File: config.mk
export PLATFORM = sky130hd
export DESIGN_NAME = fifo_stream_reader
export DESIGN_NICKNAME = d
export VERILOG_FILES = /design/src/rtl/fifo_stream_reader.sv
export SDC_FILE = /design/constraint.sdc
export NUM_CORES = 1
export LEC_CHECK = 0
export ABC_AREA = 0
export ABC_CLOCK_PERIOD_IN_PS = 5400
export CAP_MARGIN = 40
export CORE_UTILIZATION = 56
export DETAILED_ROUTE_END_ITERATION = 8
export GPL_ROUTABILITY_DRIVEN = 0
export PLACE_DENSITY = 0.84
export SKIP_LAST_GASP = 1
export SYNTH_ARGS = -nofsm -noshare
export SYNTH_HDL_FRONTEND = slang
export SYNTH_SLANG_ARGS = --single-unit
File: constraint.sdc
create_clock -name clk -period 5.4 [get_ports clk]
set_input_delay 1.08 -clock clk [delete_from_list [all_inputs] [get_ports clk]]
set_output_delay 1.08 -clock clk [all_outputs]
set_load 0.02 [all_outputs]
File: src/rtl/fifo_stream_reader.sv
// fifo_stream_reader: pops a sync FIFO, absorbs its read latency in a 3-entry buffer
// and presents the words as a valid/ready stream framed into PKT_LEN-word packets.
module fifo_stream_reader #(
    parameter int WIDTH   = 8,
    parameter int PKT_LEN = 16
) (
    input  logic             clk,
    input  logic             rst_n,
    input  logic             en,
    input  logic             fifo_empty,
    input  logic [WIDTH-1:0] fifo_data,
    output logic             fifo_rd,
    output logic [WIDTH-1:0] m_data,
    output logic             m_valid,
    input  logic             m_ready,
    output logic             m_last,
    output logic             busy,
    output logic [15:0]      pkt_cnt
);
    localparam int IW = $clog2(PKT_LEN);
    typedef enum logic [1:0] {IDLE, RUN, DRAIN} state_t;
    state_t           state, state_nxt;
    logic [WIDTH-1:0] mem [3];
    logic [1:0]       wr_ptr, rd_ptr, buf_cnt;
    logic             rd_pend, hs, idx_wrap;
    logic [IW-1:0]    word_idx;
    assign busy     = state != IDLE;
    assign m_valid  = buf_cnt != 2'd0;
    assign m_data   = m_valid ? mem[rd_ptr] : '0;
    assign idx_wrap = word_idx == IW'(PKT_LEN - 1);
    assign m_last   = m_valid && idx_wrap;
    assign hs       = m_valid && m_ready;
    // a pop is only issued when the word already in flight still has a free slot
    assign fifo_rd  = rst_n && state == RUN && en && !fifo_empty
                      && (3'(buf_cnt) + 3'(rd_pend) < 3'd3);
    always_comb begin
        state_nxt = state;
        unique case (state)
            IDLE:    state_nxt = en ? RUN : IDLE;
            RUN:     state_nxt = en ? RUN : DRAIN;
            DRAIN:   state_nxt = (!rd_pend && buf_cnt == 2'd0) ? IDLE : DRAIN;
            default: state_nxt = IDLE;
        endcase
    end
    always_ff @(posedge clk) begin
        if (!rst_n) begin
            state    <= IDLE;
            rd_pend  <= 1'b0;
            buf_cnt  <= 2'd0;
            wr_ptr   <= 2'd0;
            rd_ptr   <= 2'd0;
            word_idx <= '0;
            pkt_cnt  <= 16'd0;
        end else begin
            state   <= state_nxt;
            rd_pend <= fifo_rd && !fifo_empty;
            buf_cnt <= buf_cnt + 2'(rd_pend) - 2'(hs);
            if (rd_pend)
                wr_ptr <= wr_ptr == 2'd2 ? 2'd0 : wr_ptr + 2'd1;
            if (hs) begin
                rd_ptr   <= rd_ptr == 2'd2 ? 2'd0 : rd_ptr + 2'd1;
                word_idx <= idx_wrap ? '0 : word_idx + IW'(1);
                if (idx_wrap)
                    pkt_cnt <= pkt_cnt + 16'd1;
            end
        end
    end
    always_ff @(posedge clk) begin
        if (rst_n && rd_pend)
            mem[wr_ptr] <= fifo_data;
    end
endmodule

* After elaboration in Yosys (flattened, before gate mapping) *
Memories as Yosys holds them, arrays and structs flattened. A register that Yosys moved wholly into a read port is not among the register bits.
Cells that the tools add are included.

word-level totals
  memories kept = 1
  input port bits = 13
  RAM bits = 24
  flip-flop bits (word level) = 29
  output and inout bits = 28
  logic and storage cells = 49

memories
  memory  words  bits a word  read ports  clocked after Yosys merged registers in  wr ports  RTL line  source
  mem     3      8            1           1                                        1         23        logic [WIDTH-1:0] mem [3];

cells by class
  multiplexer cells = 12
  order comparisons = 1
  reductions and logical operators = 16
  equality and inequality tests = 5
  $add $sub $neg = 7

operator list
  kind                     count
  $add A16 B1 Y16 const B  1
  $mux W2                  6
  $logic_and A1 B1 Y1      9
  $mux W8                  1
  $eq A2 B2 Y1 const B     3
  $pmux W2 S3              1
  $add A2 B1 Y2 const B    2
  $add A4 B1 Y4 const B    1
  $eq A4 B4 Y1 const B     1
  $logic_not A2 Y1         2
  $mux W4                  1
  $reduce_bool A2 Y1       2
  $add A2 B1 Y3            1
  $lt A3 B2 Y1 const B     1
  $mux W1                  3
  $add A2 B1 Y2            1
  $eq A2 B1 Y1 const B     1
  $logic_not A1 Y1         2
  $reduce_and A2 Y1        1
  $sub A2 B1 Y2            1

* Logic depth before layout (Yosys ltp) *
  word-level depth = 6
  mapped depth = 7

* Worst setup path after synthesis *
Ideal clock, no wire load.

  path type = input to output
  start point = input port fifo_empty
  end point = output port fifo_rd
  data arrival time = 1.545 ns
  slack = 2.775 ns
  cell stages on the path = 2
  path buffers = 0
  data required time = 4.320 ns
  cells stage by stage = a211oi_1 and3_1

on the way
  longest elaborated chain between the ends = 3

ends and longest elaborated chain
  item                 RTL line  source
  start, declared      10        input logic fifo_empty,
  $logic_not A1 Y1     34        assign fifo_rd = rst_n && state == RUN && en && !fifo_empty
  $logic_and A1 B1 Y1  34
  $logic_and A1 B1 Y1  35        && (3'(buf_cnt) + 3'(rd_pend) < 3'd3);
  end, declared        12        output logic fifo_rd,

Every way passes these cells.

* Worst setup path after layout *
  start point = input port rst_n
  end point = output port fifo_rd

on the way
  longest elaborated chain between the ends = 4

ends and longest elaborated chain
  item                               RTL line  source
  start, declared                    8         input logic rst_n,
  $logic_and A1 B1 Y1 (3 in series)  34
  $logic_and A1 B1 Y1                35

Every way passes these cells.

==> metrics.txt <==
status finished, final reports clean; number of placed cells counting well taps 305; largest net degree at the start of global routing 26; maximum frequency from static timing analysis 265.0 MHz; Area growth, synth to finish 23.35%; worst clock skew 2.121 ps; Endpoint, Worst Hold pkt_cnt[11]; mean post-synth cell area 10.59 um^2; max cap viols 0; count of non-filler cells in the finished layout 313; remaining design rule violation count 0; worst slew margin relative to its limit 55.33%; wire length of the first global-routing pass 6.824 mm; area of placed instances 2781 um^2; ant diodes 0; mux cell area share after synthesis 4.800%; critical register-to-register path endpoint pkt_cnt[15]; post-synthesis share of cell area spent on and, or, nand and nor gates 18.45%; detailed-router iteration count before antenna repair 4; initial antenna violation count 0; unrepaired setup endpoints after global routing false; startpoint kind of the worst setup timing path input pin; crit-path leading delay family buffers and inverters; depth of the worst register-to-register path 5; Final ANT Viol Nets 0; min-delay worst type reg2reg; beginning of the worst register-to-register path word_idx[0]; arrival time worst endpoint 2690 ps; die boundary height 66.36 um; summed negative setup slack over all endpoints 0 ps; Crit. End Element primary output; share of the synthesized area in compound gates (AO/OA/AOI/OAI) 10.68%; sequential-to-total area share from yosys stat 57.82%; area occupied by registers 1341 um^2; most frequent CP cell sky130_fd_sc_hd__clkdlybuf4s50_1; Die ar. 4404 um^2; combined buffer and inverter count along the critical path 2; per-cell routed wire length 13.12 um; clock-pin slew reported for the worst setup and hold paths after clock tree synthesis 80 ps; number of warning messages in the yosys log 0; number of buffers created by CTS 5; vias post-DR 1744; layout net count 280; mean number of vias per cell 5.572; internal reg-to-reg setup slack 3440 ps; adder and majority gate portion of the synthesized area 2.697%; largest family of logic cells by synthesized area simple AND/OR/NAND/NOR gates; IO Count 41; Post-Synthesis Net Count 237; slowest stage cell, crit path sky130_fd_sc_hd__clkdlybuf4s50_1; Worst Max-Slew Pin Slew 667.5 ps; final critical-path share of the clock period 69.89%; number of pins exceeding their max-slew limit in the final report 0; Post-synth EDFFs 24; Sinks on Clock Net 55; cell area power density 308.8 nW/um^2; fraction of layout instances using a drive strength above 1 6.084%; Min-Delay Path Depth 2; post-route cell area 2861 um^2; total setup buffers inserted after CTS 0; HPWL Detailed 2.986 mm; async set or reset register ratio after synthesis 0%; beginning of the worst hold path pkt_cnt[11]; Final setup violation count 0; placement-stage worst setup slack 1620 ps; wire length after detailed routing 4.107 mm; final setup margin 1626 ps; Post-CTS Hold Buffers 0; root buffer cell sky130_fd_sc_hd__clkbuf_8; clock latency of the later-clocked register in the worst-skew pair 290 ps; die width 66.36 um; grt total ovfl 0; xor and xnor area share after synthesis 3.398%; unique cell type count in the Yosys netlist 33; Critical Path, Cell by Cell clkdlybuf4s50_1, nand2_1, nor2_1, and3_1, clkdlybuf4s50_1; gate count of the mapped netlist 219; final number of hold-violating endpoints 0; footprint of the multi-input gates 928.4 um^2; count of filler cells inserted in the layout 295; maximum number of buffers from clock root to sink 2; most frequently used flop master after synthesis sky130_fd_sc_hd__dfxtp_1; CTS tree yes; Detailed Route Iter0 Violations 56; placement row count 23; CP Class in2out; Initial Util 57.99%; GRT Overall Usage 20.75%; post-cts gate resize count 0; vias in the first global route 1608; Synth Register Bits 55; area of the core region 4000 um^2; Mapped Area 2320 um^2; post-layout minimum cycle time 3774 ps; largest stage delay on the critical path 600 ps; CTS HTree Levels 2; Max rail drop VDD 181.2 uV; largest driver fanout on the critical path 6; leakage dissipation 1.025 nW; PortBufs 40; Required @ worst endpoint 4320 ps
[worst register-to-register path, delay by kind of cell, from the launching register on]
| family | cells | cell delay [ps] |
|---|---|---|
| adder cells (fa/ha/maj) | 1 | 220 |
| AND/OR/NAND/NOR | 2 | 900 |
| AO/OA/AOI/OAI | 2 | 390 |
| flip-flops | 1 | 380 |
[stage by stage]
step / hold WS [ps] / utilization (%) / power, mW
3_5_place_dp: 492.6 / 69.53 / 0.6923
6_report: 513.0 / 71.54 / 0.8836
3_3_place_gp: 464.1 / 69.53 / 0.6859
5_1_grt: 539.9 / 71.54 / 0.9300
2_1_floorplan: 435.7 / - / 0.6013
4_1_cts: 505.6 / 71.54 / 0.8922
[Yosys cell counts, drive strengths merged (2+ instances only)]
cell	number	area, um^2
clkbuf	7	26.28
mux2i	10	100.1
nor3	3	15.01
nor2	33	123.9
a21oi	24	120.1
nand4	5	52.55
dfxtp	31	620.6
nand3	5	25.02
edfxtp	24	720.7
o21a	2	15.01
and4	2	20.02
o21ai	13	65.06
inv	5	18.76
nand2	10	37.54
nor3b	2	15.01
ha	5	62.56
and2	4	25.02
xor2	4	35.03
and3	5	31.28
or3	11	68.82
o211ai	2	15.01
xnor2	5	43.79
[cell families after synthesis]
logic type	Yosys count
and+or+nand+nor	82
buffers and inverters	13
muxes	11
adders and majority gates	5
DFF	55
AOI/OAI and AO/OA	44
xor gates and xnor gates	9
[how the worst max path moves through the flow]
| stage | startpoint | endpoint | cells after the start |
|---|---|---|---|
| 3_3_place_gp | rst_n | fifo_rd | 5 |
| 5_1_grt | rst_n | fifo_rd | 5 |
| 6_report | rst_n | fifo_rd | 5 |
| 3_5_place_dp | rst_n | fifo_rd | 5 |
| 2_1_floorplan | fifo_empty | fifo_rd | 2 |
| 4_1_cts | rst_n | fifo_rd | 5 |
[cells in the final DEF, fill, tap and decap left out, drive strengths merged, types with 3 or more instances in the layout]
cell / synthesis / layout
mux2i: 10 / 10
nor2: 33 / 33
or3: 11 / 11
edfxtp: 24 / 24
nand3: 5 / 5
dfxtp: 31 / 31
and3: 5 / 5
o21ai: 13 / 13
and2: 4 / 4
a21oi: 24 / 24
clkbuf: 7 / 6
xnor2: 5 / 5
inv: 5 / 5
nand4: 5 / 5
xor2: 4 / 4
ha: 5 / 5
nor3: 3 / 3
nand2: 10 / 10
clkdlybuf4s50: 0 / 40
buf: 1 / 4
[power by group]
| part | internal (mW) | switching [mW] |
|---|---|---|
| Clock | 0.0886 | 0.115 |
| Sequential | 0.449 | 0.0263 |
| Combinational | 0.0965 | 0.109 |
| Total | 0.634 | 0.250 |
[routing by layer]
| layer | up-vias | track usage, % | wire length [um] |
|---|---|---|---|
| met5 | - | 0 | 0 |
| met4 | 0 | 7.181 | 38 |
| met3 | 7 | 5.517 | 166 |
| met2 | 37 | 38.65 | 2219 |
| met1 | 829 | 22.32 | 1682 |
| li1 | 871 | - | - |
[state kept, by name, indices dropped and copies added, names as in the netlist, named ones only]
| name | flops |
|---|---|
| buf_cnt | 2 |
| mem | 24 |
| pkt_cnt | 16 |
| rd_pend | 1 |
| rd_ptr | 2 |
| state | 2 |
| word_idx | 4 |
| wr_ptr | 2 |
[cell type report]
cell class | count | area share (%)
Timing Repair Buffer | 44 | 15.04
Clock inverter | 2 | 0.2624
Inverter | 5 | 0.6559
Sequential cell | 55 | 46.87
Clock buffer | 6 | 2.536
Tap cell | 50 | 2.186
Multi-Input combinational cell | 151 | 32.44
(Power assumes the default switching activity.)
